File: src/rtl/down_timer.sv
// Loadable down-counter with one-shot or periodic terminal-count pulse.
// Two-state IDLE/RUN machine; Q, tc and busy are all registered.
module down_timer #(
    parameter int WIDTH = 4
) (
    input  logic             clk,
    input  logic             reset,
    input  logic             load,
    input  logic [WIDTH-1:0] load_val,
    input  logic             en,
    input  logic             auto_reload,
    output logic [WIDTH-1:0] Q,
    output logic             tc,
    output logic             busy,
    output logic             zero
);

    typedef enum logic {IDLE, RUN} state_t;

    state_t           state;
    logic [WIDTH-1:0] reload_q;

    always_ff @(posedge clk) begin
        if (reset) begin
            Q        <= '0;
            reload_q <= '0;
            tc       <= 1'b0;
            state    <= IDLE;
            busy     <= 1'b0;
        end else begin
            tc <= 1'b0;
            if (load) begin
                // Load restarts from any state; a zero value parks the timer.
                Q        <= load_val;
                reload_q <= load_val;
                if (load_val != '0) begin
                    state <= RUN;
                    busy  <= 1'b1;
                end else begin
                    state <= IDLE;
                    busy  <= 1'b0;
                end
            end else if (state == RUN && en) begin
                if (Q > WIDTH'(1)) begin
                    Q <= Q - WIDTH'(1);
                end else if (Q == WIDTH'(1)) begin
                    tc <= 1'b1;
                    if (auto_reload) begin
                        Q <= reload_q;
                    end else begin
                        Q     <= '0;
                        state <= IDLE;
                        busy  <= 1'b0;
                    end
                end else begin
                    // Q == 0 in RUN is unreachable; fall back to IDLE without wrapping.
                    state <= IDLE;
                    busy  <= 1'b0;
                end
            end
        end
    end

    assign zero = (Q == '0);

endmodule

File: config.mk
export PLATFORM = sky130hd
export DESIGN_NAME = down_timer
export DESIGN_NICKNAME = d
export VERILOG_FILES = /design/src/rtl/down_timer.sv
export SDC_FILE = /design/constraint.sdc
export NUM_CORES = 1
export LEC_CHECK = 0
export CORE_AREA = 2 2 44 46
export CTS_CLUSTER_SIZE = 10
export DETAILED_ROUTE_END_ITERATION = 8
export DIE_AREA = 0 0 46 48
export PLACE_DENSITY_LB_ADDON = 0.15
export SLEW_MARGIN = 5
export SYNTH_ARGS = -nofsm -noshare
export SYNTH_HDL_FRONTEND = slang
export SYNTH_SLANG_ARGS = --single-unit
File: constraint.sdc
create_clock -name clk -period 4.2 [get_ports clk]
set_input_delay 0.84 -clock clk [delete_from_list [all_inputs] [get_ports clk]]
set_output_delay 0.84 -clock clk [all_outputs]
set_load 0.02 [all_outputs]
==> flow_summary.json, run 1 <==
{
  "via_count": 582,
  "clock.fmax_mhz": 404.1,
  "ant_nets": 0,
  "drive_above_1_share_pct": 10.34,
  "mostFrequentLayoutCells": "clkdlybuf4s50_1 (15), dfxtp_1 (10), nand2_1 (9)",
  "first_pass_iters": 4,
  "dp_cells": 101,
  "yosysUniqueCellTypes": 29,
  "met2_usage_pct": 19.17,
  "hold_start": "reload_q[2]$_SDFFE_PP0P_",
  "regToRegSetupSlack_ns": 2.46,
  "power_leakage_nw": 0.2714,
  "place_ws_ns": 1.862,
  "holdCritPathClass": "flip-flop to flip-flop",
  "slowest_stage": "clkdlybuf4s50_1",
  "dpl.hpwl_um": 1034,
  "rsz0062_at_grt": "no",
  "skew_ns": 0.001557,
  "antenna_found_initial": 0,
  "synth_area_leaders": "dfxtp_1 (34%), ha_1 (6.4%), a21oi_1 (5.9%)",
  "grt_max_degree": 18,
  "syn_nets": 83,
  "n_antenna_cell": 0,
  "period_minus_slack_ns": 2.475,
  "synth.top_cell.area_share_pct": 33.97,
  "ys_warn_count": 0,
  "cp_max_fo": 8,
  "use_met1_pct": 17.30,
  "slew_headroom_pct": 64.49,
  "required_ns": 3.36,
  "fin_crit_sh_pct": 58.92,
  "reg2reg_from": "Q[0]$_SDFFE_PP0P_",
  "cts_buffer_depth": 2,
  "grt_overflow_total": 0,
  "worstSetupPathType": "flip-flop to output pin",
  "initial_utilization_pct": 34.89,
  "power_density_mw_per_mm2": 305.1,
  "die_x_um": 46,
  "htree_levels": 1,
  "crit_path_max_incr_delay_ns": 0.59,
  "synth_area_per_cell_sq_um": 8.300,
  "critPathBufInv": 1,
  "via_per_inst": 5.596,
  "syn_area_sq_um": 589.3,
  "synth_top_cell_by_area": "dfxtp_1",
  "tightest_slew_ns": 0.5311,
  "core_sq_mm": 0.001689,
  "grt_pass1_vias": 492,
  "gp_congestion": 0.7588,
  "crit_family": "buffers and inverters",
  "fin_setup_tns_ns": 0,
  "fin_cells": 104,
  "met3_usage_pct": 2.642,
  "slew_violations": 0,
  "die_h_um": 48,
  "cts_root_buf": "clkbuf_4",
  "cp_cell_sequence": "nor2_1 -> and2_1 -> clkdlybuf4s50_1",
  "rows": 15,
  "timing_hold_violations_final": 0,
  "maxCapViolCount": 0,
  "finalWirelength_um": 1345,
  "grt_pass1_wl_um": 2014,
  "wire_per_inst_um": 12.93,
  "post_cts_buffers": 0,
  "irDropWorstVdd_uv": 205.6,
  "clk_pin_slew_worst_paths_ns": 0.06,
  "area_growth_pct": 30.15,
  "clock_latency_ns": 0.25,
  "ys_seq_area_share_pct": 33.97,
  "end_kind": "output pin",
  "cts-buffers-inserted": 3,
  "holdBufCountCts": 0,
  "pin_count": 16,
  "status": "completed",
  "critPathArrivalTime_ns": 1.63,
  "cp-start-kind": "flip-flop",
  "grt_use_total_pct": 12.84,
  "cts_tree": "yes",
  "syn_inst": 71,
  "fin_ws_ns": 1.725,
  "cts_resized": 0,
  "die_area_sq_mm": 0.002208,
  "fin_util_pct": 45.41,
  "port_buffers": 15,
  "final_common_cell": "clkdlybuf4s50_1",
  "setup_viol": 0,
  "grt.busiest_layer": "met2",
  "ys_ff_latch": 10,
  "drc": 0,
  "drt_first_iter_violations": 25,
  "fin_nets": 101,
  "setup.worst_path.start": "Q[3]$_SDFFE_PP0P_",
  "clock_sinks": 10
}
## area by class of cell
class                   instances  area, sq um
flip-flops and latches         10        200.2
fillers                       176        922.1
multi-input cells              57        365.4
inverters                       2        7.507
clock buffers                   3        22.52
well taps                      17        21.27
repair buffers                 15        150.1
## flip-flops by register name, summed over array words and instances, names as in the netlist
register and flops:
tc 1, Q 4, reload_q 4, state 1
## cells in the mapped netlist, drive strengths merged
| library cell | instances |
|---|---|
| nor3 | 4 |
| o31ai | 1 |
| nor2 | 5 |
| nand2 | 9 |
| and3b | 1 |
| o21ai | 2 |
| a2111o | 1 |
| buf | 2 |
| mux2 | 1 |
| a31oi | 1 |
| nand4 | 1 |
| nor4b | 1 |
| dfxtp | 10 |
| nor4 | 2 |
| ha | 3 |
| o21a | 1 |
| nand2b | 5 |
| o22ai | 2 |
| or4 | 1 |
| and2 | 1 |
| inv | 2 |
| a21oi | 7 |
| nand3 | 2 |
| or2 | 3 |
| a311oi | 3 |
## tightest hold or removal path, stage by stage, from the launching register on
cell	delay, ns
dfxtp_1	0.31
nand2b_1	0.06
a21oi_1	0.06
## final timing paths
path	endpoint	depth (start not counted)
max	zero	3
min	reload_q[2]$_SDFFE_PP0P_	2
max reg2reg	Q[0]$_SDFFE_PP0P_	6
min reg2reg	reload_q[2]$_SDFFE_PP0P_	2
## per-layer routing
layer  up-vias  share of wire [%]
met5         -                  0
met4         0               0.74
met3         2                6.9
met2        24                 44
met1       261                 48
li1        295                  -
## per-stage QoR
step                      area (sq um)  hold WS (ns)  total power [mW]
final                            767.0        0.4772            0.2340
after global routing             767.0        0.5068            0.2459
after CTS                        767.0        0.4716            0.2358
after detailed placement         744.5        0.4625            0.1748
after global placement           744.5        0.4637            0.1751
after floorplan                  589.3        0.4497            0.1487
## where the power goes
group	total, mW	internal (mW)	leakage, nW	switching, mW
logic	0.0664	0.0323	0.175	0.0341
clock network	0.0612	0.0329	0.0138	0.0284
registers	0.106	0.100	0.0824	0.00595
## cell families (layout without fill, tap and decap cells)
logic type      Yosys count  in the layout  synth area share (%)
simple gates             35             35                 33.97
flops                    10             10                 33.97
buf+inv                   4             20                 4.033
fa+ha+maj                 3              3                 6.370
mux                       1              1                 1.911
compound gates           18             18                 19.75
Power figures use the tool's default switching activity.
==> run 2, diff against run 1 <==
clock period = 2.1 ns   (was 4.2 ns; I/O delays follow)
==> run 2 against run 1 <==
Against the previous run:
- first-iteration DRC count fell by 44%
- core utilization rose by 2.2 points
- sequential share of layout area fell by 1.2 points
- clock skew rose by 0.0013 ns
- global-route usage rose by 0.68 points
- via count did not move
- hold slack got worse by 0.0037 ns
- cell area rose by 4.9%
- routed wire length rose by 1.8%
==> flow_summary.json, run 2 (synthesis gave the netlist of run 1 again) <==
{
  "status": "completed",
  "final_common_cell": "clkdlybuf4s50_1",
  "crit_family": "buffers and inverters",
  "hold_start": "reload_q[0]$_SDFFE_PP0P_",
  "fin_util_pct": 47.63,
  "p_seq_share_pct": 44.0,
  "intPower_mw": 0.3380,
  "timing_hold_violations_final": 0,
  "pin_count": 16,
  "htree_levels": 1,
  "cts_tree": "yes",
  "reg2reg_from": "Q[0]$_SDFFE_PP0P_",
  "core_sq_mm": 0.001689,
  "p_clk_share_pct": 25.5,
  "fin_setup_tns_ns": 0,
  "crit_path_max_incr_delay_ns": 0.53,
  "via_per_inst": 5.339,
  "die_area_sq_mm": 0.002208,
  "seqCellArea_sq_um": 200.2,
  "cts_resized": 0,
  "cts-buffers-inserted": 3,
  "port_buffers": 15,
  "cp-start-kind": "flip-flop",
  "reg_top3": "Q x4, reload_q x4",
  "grt_use_total_pct": 13.52,
  "grt.busiest_layer": "met2",
  "setup.worst_path.start": "Q[0]$_SDFFE_PP0P_",
  "finalWirelength_um": 1369,
  "multi_input_area_sq_um": 365.4,
  "clk_pin_slew_worst_paths_ns": 0.06,
  "clock_latency_ns": 0.25,
  "power_leakage_nw": 0.2964,
  "met3_usage_pct": 2.264,
  "critPathArrivalTime_ns": 1.61,
  "clock.fmax_mhz": 493.8,
  "gp_congestion": 0.7788,
  "drive_above_1_share_pct": 15.22,
  "finalPower_mw": 0.4754,
  "die_x_um": 46,
  "cp_cell_sequence": "inv_1 -> ha_1 -> and2_1 -> clkdlybuf4s50_1",
  "holdCritPathClass": "flip-flop to flip-flop",
  "rsz0062_at_grt": "no",
  "worstSetupPathType": "flip-flop to output pin",
  "holdBufCountCts": 0,
  "irDropWorstVdd_uv": 399.7,
  "die_h_um": 48,
  "rows": 15,
  "grt_pass1_wl_um": 2049,
  "area_growth_pct": 36.52,
  "antenna_found_initial": 0,
  "required_ns": 1.68,
  "period_minus_slack_ns": 2.025,
  "cts_buffer_depth": 2,
  "wire_per_inst_um": 12.56,
  "critPathBufInv": 2,
  "cp_max_fo": 5,
  "slew_headroom_pct": 80.48,
  "nFillCells": 194,
  "use_met1_pct": 17.23,
  "slew_violations": 0,
  "end_kind": "output pin",
  "power.switching_mw": 0.1374,
  "cts_root_buf": "clkbuf_4",
  "grt_overflow_total": 0,
  "power_density_mw_per_mm2": 590.9,
  "maxCapViolCount": 0,
  "fin_crit_sh_pct": 96.44,
  "clock_sinks": 10,
  "tightest_slew_ns": 0.2920,
  "post_cts_buffers": 0,
  "grt_pass1_vias": 495,
  "mostFrequentLayoutCells": "clkdlybuf4s50_1 (15), dfxtp_1 (10), nand2_1 (9)",
  "drt_first_iter_violations": 14,
  "pwr-share-comb_pct": 30.6,
  "slowest_stage": "clkdlybuf4s50_1",
  "met2_usage_pct": 20.28,
  "fin_nets": 106,
  "first_pass_iters": 4,
  "drc": 0,
  "ant_nets": 0,
  "n_antenna_cell": 0,
  "via_count": 582,
  "initial_utilization_pct": 34.89,
  "skew_ns": 0.002823,
  "dpl.hpwl_um": 1082,
  "switching_share_pct": 28.90,
  "setup_viol": 0,
  "grt_max_degree": 13
}
## run 2: changes by cell type in the layout (fill, tap and decap cells not counted)
cell | before | now
buf_4 | 0 | 5
## run 2: layout make-up
type | count | share of cell area, %
sequential | 10 | 24.88
clock buffer | 3 | 2.799
timing repair buffer | 20 | 23.33
multi-input combinational | 57 | 45.41
inverter | 2 | 0.9331
tap | 17 | 2.644
## run 2: routing by layer
metal,wire [um],vias up
met5,0,-
met3,90,2
met4,13,0
met1,634,255
met2,630,20
li1,-,305
## run 2: worst min-delay path: cells and delay by family (launching register included)
family,cells,cell delay (ns)
DFF,1,0.31
and+or+nand+nor,1,0.06
AOI/OAI and AO/OA,1,0.06
## run 2: power by group through the flow
| stage | clock [mW] | combinational [mW] | sequential (mW) |
|---|---|---|---|
| 2_1_floorplan | 0 | 0.0749 | 0.222 |
| 3_3_place_gp | 0 | 0.145 | 0.213 |
| 3_5_place_dp | 0 | 0.145 | 0.213 |
| 4_1_cts | 0.127 | 0.145 | 0.209 |
| 5_1_grt | 0.133 | 0.159 | 0.210 |
| 6_report | 0.121 | 0.145 | 0.209 |
## run 2: path summary, 6_finish.rpt
check	end	slack, ns	depth (start not counted)
worst max-delay path	zero	0.07	4
worst min register to register	reload_q[0]$_SDFFE_PP0P_	0.47	2
worst max register to register	Q[0]$_SDFFE_PP0P_	0.38	6
worst min-delay path	reload_q[0]$_SDFFE_PP0P_	0.47	2
## run 2: through the flow
step	hold WS, ns	setup WS (ns)	instance area (sq um)	std cells
after floorplan	0.4497	0.3506	589.3	71
after global placement	0.4619	0.2805	782.0	106
after detailed placement	0.4623	0.2568	782.0	106
after CTS	0.4735	0.06621	804.5	109
after global routing	0.5003	0.0003813	804.5	109
final	0.4735	0.07474	804.5	109
